<file path="config.mk">
export PLATFORM = sky130hd
export DESIGN_NAME = register_writeback_unit
export DESIGN_NICKNAME = d
export VERILOG_FILES = /design/src/rtl/register_writeback_unit_pkg.sv /design/src/rtl/register_writeback_unit_fifo.sv /design/src/rtl/register_writeback_unit.sv
export SDC_FILE = /design/constraint.sdc
export NUM_CORES = 1
export LEC_CHECK = 0
export ABC_AREA = 1
export CELL_PAD_IN_SITES_DETAIL_PLACEMENT = 0
export CELL_PAD_IN_SITES_GLOBAL_PLACEMENT = 1
export CORE_AREA = 8 8 126 128
export DETAILED_ROUTE_END_ITERATION = 10
export DIE_AREA = 0 0 134 136
export PLACE_DENSITY = 0.91
export SETUP_SLACK_MARGIN = 0.02
export SYNTH_ARGS = -nofsm -noshare
export SYNTH_HDL_FRONTEND = slang
export SYNTH_SLANG_ARGS = --single-unit
</file>
<file path="constraint.sdc">
create_clock -name clock -period 3.6 [get_ports clock]
set_input_delay 0.9 -clock clock [delete_from_list [all_inputs] [get_ports clock]]
set_output_delay 0.9 -clock clock [all_outputs]
set_load 0.01 [all_outputs]
</file>
<file path="src/rtl/register_writeback_unit_pkg.sv">
// Shared core types for the register file write path.
//   RegAddress : 5-bit architectural register index
//   RegData    : 32-bit register value
//   X0_ADDRESS : hard-wired zero register; writes to it are discarded
package JZJCoreFTypes;
  localparam int XLEN = 32;

  typedef logic [4:0]      RegAddress;
  typedef logic [XLEN-1:0] RegData;

  localparam RegAddress X0_ADDRESS = 5'd0;

  // True when a write to this register actually changes architectural state.
  function automatic logic isWritable(input RegAddress a);
    return a != X0_ADDRESS;
  endfunction
endpackage

</file>
<file path="src/rtl/register_writeback_unit_fifo.sv">
// pending_address_fifo: in-order queue of outstanding load destinations.
//   clock, reset       : core clock, async active-low reset
//   push, pushAddress  : enqueue (ignored while full)
//   pop, headAddress   : dequeue / oldest entry (pop ignored while empty)
//   full, empty, count : occupancy
//   entries, validMask : raw storage plus live-entry mask for hazard compare
module pending_address_fifo
  import JZJCoreFTypes::*;
#(
  parameter  int DEPTH = 4,
  localparam int CW    = $clog2(DEPTH + 1),
  localparam int PW    = $clog2(DEPTH)
) (
  input  logic                   clock,
  input  logic                   reset,
  input  logic                   push,
  input  RegAddress              pushAddress,
  input  logic                   pop,
  output RegAddress              headAddress,
  output logic                   full,
  output logic                   empty,
  output logic [CW-1:0]          count,
  output RegAddress [DEPTH-1:0]  entries,
  output logic [DEPTH-1:0]       validMask
);
  RegAddress [DEPTH-1:0] mem_q;
  logic [PW-1:0]         wrPtr_q, rdPtr_q;
  logic [CW-1:0]         count_q, count_d;
  logic                  doPush, doPop;
  logic [PW-1:0]         offset;

  assign full        = count_q == CW'(DEPTH);
  assign empty       = count_q == '0;
  assign doPush      = push && !full;
  assign doPop       = pop && !empty;
  assign headAddress = mem_q[rdPtr_q];
  assign count       = count_q;
  assign entries     = mem_q;

  always_comb begin
    count_d = count_q;
    case ({doPush, doPop})
      2'b10:   count_d = count_q + 1'b1;
      2'b01:   count_d = count_q - 1'b1;
      default: count_d = count_q;
    endcase
  end

  // An entry is live when its distance from the read pointer is below the
  // occupancy; the power-of-two depth makes the subtraction wrap for free.
  always_comb begin
    offset    = '0;
    validMask = '0;
    for (int i = 0; i < DEPTH; i++) begin
      offset       = PW'(i) - rdPtr_q;
      validMask[i] = CW'(offset) < count_q;
    end
  end

  always_ff @(posedge clock or negedge reset) begin
    if (!reset) begin
      mem_q   <= '0;
      wrPtr_q <= '0;
      rdPtr_q <= '0;
      count_q <= '0;
    end else begin
      if (doPush) begin
        mem_q[wrPtr_q] <= pushAddress;
        wrPtr_q        <= wrPtr_q + PW'(1);
      end
      if (doPop) rdPtr_q <= rdPtr_q + PW'(1);
      count_q <= count_d;
    end
  end
endmodule

</file>
<file path="src/rtl/register_writeback_unit.sv">
// register_writeback_unit: merges ALU results and in-order load returns onto
// the register file's single write port and flags RAW hazards to decode.
//   aluValid/aluRdAddress/aluResult       : single-cycle result, wins the port
//   loadIssue/loadIssueRdAddress/-Ready   : record a load destination
//   loadDataValid/loadData/loadDataReady  : load return into the hold stage
//   rs1Address/rs2Address/hazardStall     : decode source hazard check
//   rdAddress/rd/rdWriteEnable            : registered write port
//   pendingCount                          : outstanding loads in the queue
//   protocolError                         : sticky misuse flag
module register_writeback_unit
  import JZJCoreFTypes::*;
#(
  parameter  int LOAD_DEPTH = 4,
  localparam int CW         = $clog2(LOAD_DEPTH + 1)
) (
  input  logic          clock,
  input  logic          reset,
  input  logic          aluValid,
  input  RegAddress     aluRdAddress,
  input  RegData        aluResult,
  input  logic          loadIssue,
  input  RegAddress     loadIssueRdAddress,
  output logic          loadIssueReady,
  input  logic          loadDataValid,
  input  RegData        loadData,
  output logic          loadDataReady,
  input  RegAddress     rs1Address,
  input  RegAddress     rs2Address,
  output logic          hazardStall,
  output RegAddress     rdAddress,
  output RegData        rd,
  output logic          rdWriteEnable,
  output logic [CW-1:0] pendingCount,
  output logic          protocolError
);
  RegAddress                  headAddress;
  RegAddress [LOAD_DEPTH-1:0] entries;
  logic [LOAD_DEPTH-1:0]      validMask;
  logic                       qFull, qEmpty, loadAccept;

  logic      holdValid_q, holdValid_d;
  RegAddress holdAddress_q, holdAddress_d;
  RegData    holdData_q, holdData_d;
  RegAddress rdAddress_q, rdAddress_d;
  RegData    rd_q, rd_d;
  logic      rdWe_q, rdWe_d;
  logic      protocolError_q, protocolError_d;

  // Readiness looks only at registered occupancy: no credit for a pop that
  // happens on the same edge.
  assign loadIssueReady = !qFull;
  // Hold can take new data unless it is occupied and blocked by the ALU.
  assign loadDataReady  = !qEmpty && (!holdValid_q || !aluValid);
  assign loadAccept     = loadDataValid && loadDataReady;

  pending_address_fifo #(.DEPTH(LOAD_DEPTH)) u_pending (
    .clock      (clock),
    .reset      (reset),
    .push       (loadIssue && loadIssueReady),
    .pushAddress(loadIssueRdAddress),
    .pop        (loadAccept),
    .headAddress(headAddress),
    .full       (qFull),
    .empty      (qEmpty),
    .count      (pendingCount),
    .entries    (entries),
    .validMask  (validMask)
  );

  always_comb begin
    holdValid_d     = holdValid_q;
    holdAddress_d   = holdAddress_q;
    holdData_d      = holdData_q;
    rdAddress_d     = rdAddress_q;
    rd_d            = rd_q;
    rdWe_d          = 1'b0;
    protocolError_d = protocolError_q
                    | (loadIssue && qFull)
                    | (loadDataValid && qEmpty);

    if (aluValid) begin
      rdAddress_d = aluRdAddress;
      rd_d        = aluResult;
      rdWe_d      = isWritable(aluRdAddress);
    end else if (holdValid_q) begin
      rdAddress_d = holdAddress_q;
      rd_d        = holdData_q;
      rdWe_d      = isWritable(holdAddress_q);
      holdValid_d = 1'b0;
    end

    // A refill on the same edge as a drain overrides the clear above.
    if (loadAccept) begin
      holdValid_d   = 1'b1;
      holdAddress_d = headAddress;
      holdData_d    = loadData;
    end
  end

  always_comb begin
    hazardStall = 1'b0;
    for (int i = 0; i < LOAD_DEPTH; i++) begin
      if (validMask[i] && ((isWritable(rs1Address) && entries[i] == rs1Address) ||
                           (isWritable(rs2Address) && entries[i] == rs2Address)))
        hazardStall = 1'b1;
    end
    if (holdValid_q && ((isWritable(rs1Address) && holdAddress_q == rs1Address) ||
                        (isWritable(rs2Address) && holdAddress_q == rs2Address)))
      hazardStall = 1'b1;
  end

  always_ff @(posedge clock or negedge reset) begin
    if (!reset) begin
      holdValid_q     <= 1'b0;
      holdAddress_q   <= X0_ADDRESS;
      holdData_q      <= '0;
      rdAddress_q     <= X0_ADDRESS;
      rd_q            <= '0;
      rdWe_q          <= 1'b0;
      protocolError_q <= 1'b0;
    end else begin
      holdValid_q     <= holdValid_d;
      holdAddress_q   <= holdAddress_d;
      holdData_q      <= holdData_d;
      rdAddress_q     <= rdAddress_d;
      rd_q            <= rd_d;
      rdWe_q          <= rdWe_d;
      protocolError_q <= protocolError_d;
    end
  end

  assign rdAddress     = rdAddress_q;
  assign rd            = rd_q;
  assign rdWriteEnable = rdWe_q;
  assign protocolError = protocolError_q;
endmodule

</file>
# After elaboration in Yosys (flattened, before gate mapping)
# Cells that the tools add are included.
[word_totals] word_cells=104 output_inout_bits=45 input_bits=89 ff_bits=104
[classes] reduce_logical=40 n_addsub=8 n_bitwise=2 order_cmp=7 n_eq_ne=14 mux=19
[ops] operator="32-bit 2-to-1 mux" count=2
[ops] operator="5-bit == test" count=10
[ops] operator="1-bit logical AND" count=23
[ops] operator="20-bit bitwise mux" count=1
[ops] operator="5-bit 2-to-1 mux" count=4
[ops] operator="5-bit nonzero test" count=4
[ops] operator="2-bit by 3-bit less-than comparator with 1-bit output" count=4
[ops] operator="5-bit binary-select mux with 2-bit select" count=1
[ops] operator="5-bit demux with 2-bit select" count=1
[ops] operator="1-bit 2-to-1 mux" count=9
[ops] operator="1-bit logical OR" count=6
[ops] operator="2-bit by 3-bit less-than comparator with 1-bit output, second input constant" count=2
[ops] operator="3-bit case mux with 2 select lines" count=1
[ops] operator="2-bit by 1-bit adder with 2-bit output, second input constant" count=2
[ops] operator="1-bit logical NOT" count=4
[ops] operator="2-bit nonzero test" count=2
[ops] operator="1-bit by 2-bit subtractor with 2-bit output, first input constant" count=2
[ops] operator="2-bit subtractor, first input constant" count=2
[ops] operator="3-bit by 1-bit adder with 3-bit output, second input constant" count=1
[ops] operator="3-bit == test, second input constant" count=1
[ops] operator="3-bit logical NOT" count=1
[ops] operator="3-bit by 1-bit subtractor with 3-bit output, second input constant" count=1
[ops] operator="2-bit by 1-bit == test with 1-bit output, second input constant" count=1
[ops] operator="2-bit == test, second input constant" count=1
[ops] operator="3 further kinds" count=4

# Longest topological paths before layout
[depth] depth_word=9 ltp_mapped=12 mapped_depth_nobuf=11

# Cells and area by module
# Synthesis repeated with hierarchy kept, for this count alone.
[hier_totals] hier_cells=722 hier_area_um2=5521.5
[by_module_without_submodules] module="register_writeback_unit" seq_area_each_um2=1926.8 area_per_inst_um2=4011.3 cells_per_inst=534 n_inst=1
[by_module_without_submodules] module="pending_address_fifo" seq_area_each_um2=675.6 area_per_inst_um2=1510.2 cells_per_inst=188 n_inst=1

# Worst setup path after synthesis
# Ideal clock, no wire load.
[synth_path] kind="input -> output" start="input port rs1Address[0]" end="output port hazardStall" required_ns=2.700 cell_stages=11 path_buffers=1 arrival_time_ns=1.771 slack_ns=0.929 path_cell_list="buf_2 > nor2_1 > nand2_1 > nor2_2 > inv_1 > nand2_1 > nor2_1 > nor2_1 > nor2_1 > nor2_1 > nand2_1"
[synth_via] elab_chain_cells=9 elab_cells_between_ends=26 classes_between="eq/ne (5); mux (5); reduce/logical (16)"
[synth_rtl] element="start, declared" line_no="register_writeback_unit.sv:27" source="input RegAddress rs1Address,"
[synth_rtl] element="5-bit == test or 5-bit nonzero test (tied branches)" line_no="register_writeback_unit.sv:103, register_writeback_unit_pkg.sv:15"
[synth_rtl] element="1-bit logical AND" line_no="register_writeback_unit.sv:103" source="if (validMask[i] && ((isWritable(rs1Address) && entries[i] == rs1Address) ||"
[synth_rtl] element="1-bit logical OR" line_no="register_writeback_unit.sv:103"
[synth_rtl] element="1-bit logical AND" line_no="register_writeback_unit.sv:103"
[synth_rtl] element="1-bit 2-to-1 mux (4 in a row)" line_no="register_writeback_unit.sv:103"
[synth_rtl] element="1-bit 2-to-1 mux *" line_no="register_writeback_unit.sv:107" source="if (holdValid_q && ((isWritable(rs1Address) && holdAddress_q == rs1Address) ||"
[synth_rtl] element="end, declared" line_no="register_writeback_unit.sv:29" source="output logic hazardStall,"
# Mark *: on every way between the ends. The rest lies on a longest branch, timed or not.

# Worst setup path in the final report
[layout_path] start="input port rs1Address[3]" end="output port hazardStall"
# Same word-level chain as after synthesis.

==> impl_metrics.ini <==
[status]
status = complete, no violations

[floorplanning]
initial_utilization_pct = 37.9
die_area_um2 = 18200
fp.dieH_um = 136
coreArea_um2 = 14000
fp.dieW_um = 134
rows = 44
io-pin-count = 134

[global_route]
antenna_found_initial = 1
grt_pass1_wl_um = 23900
gr-usage-all-layers_pct = 16.5
grt_max_degree = 65
grt_pass1_vias = 4576
grt_overflow = 0

[setup_path]
path_cells = clkdlybuf4s50_1 -> inv_1 -> nand2_1 -> nor2_4 -> buf_4 -> nor2_1 -> nand2_1 -> nand2_1 -> nand2_1 -> nand2_1 -> inv_1 -> nand2_1 -> clkbuf_2
cp_slowest_stage_delay_ps = 530
path_max_fanout = 3
crit_path_top_delay_cell = clkdlybuf4s50_1
worst-setup-path-type = in -> out
critPathArrivalTime_ps = 2420
cpMostUsedCell = nand2_1
critPathLaunchType = primary input
worst_setup_path_end_kind = output port
required_ps = 2700

[synth]
syn_avg_cell_area_um2 = 7.98
synthDistinctLibCells = 27
ys_seq_elements = 104
synthTopCellsByArea = dfrtp_1, nand2_1, xnor2_1
synth_top_area_cell = dfrtp_1
ys_seq_area_share_pct = 48.9
netlist_instances = 667
synth_top_area_share_pct = 48.9
yosysWarnings = 0
synth_area_um2 = 5330
syn_nets = 766

[clocking]
numClockSinks = 104
tritoncts = done
worstSkewPairLatency_ps = 350
htree_levels = 3
cts.path.max_buffers = 2
numCtsBuffers = 9
cts-root-buf = clkbuf_16
clk_pin_slew_worst_paths_ps = 70

[cells_and_area]
final_common_cell = nand2_1
insertedDiodeCount = 0
mostFrequentLayoutCells = nand2_1, clkdlybuf4s50_1, dfrtp_1
layout.nets = 898
post-route-util_pct = 51.3
drive_gt1_share_pct = 6.34
syn_to_final_growth_pct = 35.4
stdcell_count = 988

[routing]
drt_pass1_iterations = 4
vias = 4589
wl_per_cell_um = 14.8
drc = 0
antenna_left = 0
drt_iter0_markers = 407
finalWirelength_um = 14600
vias_per_cell = 4.64

[placed_design]
gp_congestion = 0.860
dp.cells = 971
dp_hpwl_um = 10900
numPortBuffers = 133

[sta]
final_hold_viol_count = 0
setup_viol = 0
fin_crit_ps = 3320
fin_skew_ps = 8.86
worstMarginPinSlew_ps = 772
rsz0062_at_grt = no
min_period_over_period_pct = 92.3
fmax_mhz = 301
final_max_slew_viol_count = 0
timing.slew.headroom_pct = 48.5

[min_path]
hold_path.class = reg -> reg

[power]
p_leak_nw = 3.41
powerDensity_nw_per_um2 = 684
ir_worst_vdd_mv = 0.258

[run]
maxCapViolations = 0
path summary, 6_finish.rpt:
kind / startpoint / to / slack, ps / depth (start not counted)
max: rs1Address[3] / hazardStall / 280 / 13
min: holdData_q[5] / holdData_q[5] / 470 / 2
max reg2reg: u_pending.count[1] / u_pending.count[2] / 1470 / 9
min reg2reg: holdData_q[5] / holdData_q[5] / 470 / 2
max in group asynchronous: reset / u_pending.entries[5] / 2260 / 2
min in group asynchronous: reset / holdData_q[17] / 610 / 1
cell families after synthesis:
logic type	Yosys count	share of synthesized area, %
and+or+nand+nor	337	25.3
AOI/OAI and AO/OA	79	8.65
buffers and inverters	93	7.45
xor gates and xnor gates	44	7.24
adders and majority gates	10	2.49
DFF	104	48.9
critical path: cells and delay by family:
| family | cells | cell delay, ps |
|---|---|---|
| AND/OR/NAND/NOR | 8 | 590 |
| buffers and inverters | 5 | 920 |
power breakdown:
group	leakage (nW)	internal (mW)	total (mW)	switching, mW
Combinational	1.98	0.900	1.96	1.06
Clock	0.146	0.552	1.01	0.454
Sequential	1.28	1.61	1.97	0.359
Total	3.41	3.06	4.93	1.87
Yosys cell counts (all sizes together):
cell type	n
nand2	272
dfrtp	104
inv	64
o21ai	49
nor2	34
xnor2	28
o211ai	23
nand3	21
buf	20
xor2	16
clkbuf	9
ha	9
nand4	6
a21oi	5
or2	3
fa	1
nand3b	1
o221ai	1
o41ai	1
layout make-up:
cell class / count / area [um2]
Clock inverter: 6 / 75.1
Timing Repair Buffer: 150 / 1500
Tap cell: 184 / 230
Inverter: 64 / 240
Multi-Input combinational cell: 470 / 2340
Fill cell: 1362 / 6830
Clock buffer: 10 / 229
Sequential cell: 104 / 2600
routing by layer:
| layer | vias to the layer above | global-route usage (%) | part of all wire (%) |
|---|---|---|---|
| met2 | 114 | 25.6 | 46 |
| met4 | 2 | 4.55 | 1.0 |
| li1 | 2340 | - | - |
| met5 | - | 0 | 0.069 |
| met3 | 14 | 4.25 | 7.0 |
| met1 | 2119 | 22.3 | 46 |
sequential cells by signal, indices dropped and copies added, names as in the netlist, 2 cells and up:
register and count:
u_pending.wrPtr_q 2, u_pending.count 3, rd 32, u_pending.entries 20, holdAddress_q 5, holdData_q 32
u_pending.rdPtr_q 2, rdAddress 5
what timing repair did:
item | CTS | global route
pin swaps | 0 | 2
resized for setup | 2 | 6
hold buffers | 0 | 0
setup endpoints to repair | 1 | 1
buffers inserted | 0 | 1
stage by stage:
| stage | total power [mW] | area, um2 | hold slack [ps] | worst slack (ps) | TNS, ps |
|---|---|---|---|---|---|
| after detailed placement | 3.96 | 6890 | 459 | -169 | -169 |
| after floorplan | 3.16 | 5330 | 442 | 929 | 0 |
| after global routing | 5.36 | 7210 | 505 | 108 | 0 |
| after CTS | 4.99 | 7190 | 477 | 76.4 | 0 |
| final | 4.93 | 7210 | 471 | 279 | 0 |
| after global placement | 3.92 | 6890 | 454 | -172 | -172 |
Power figures use the tool's default switching activity.
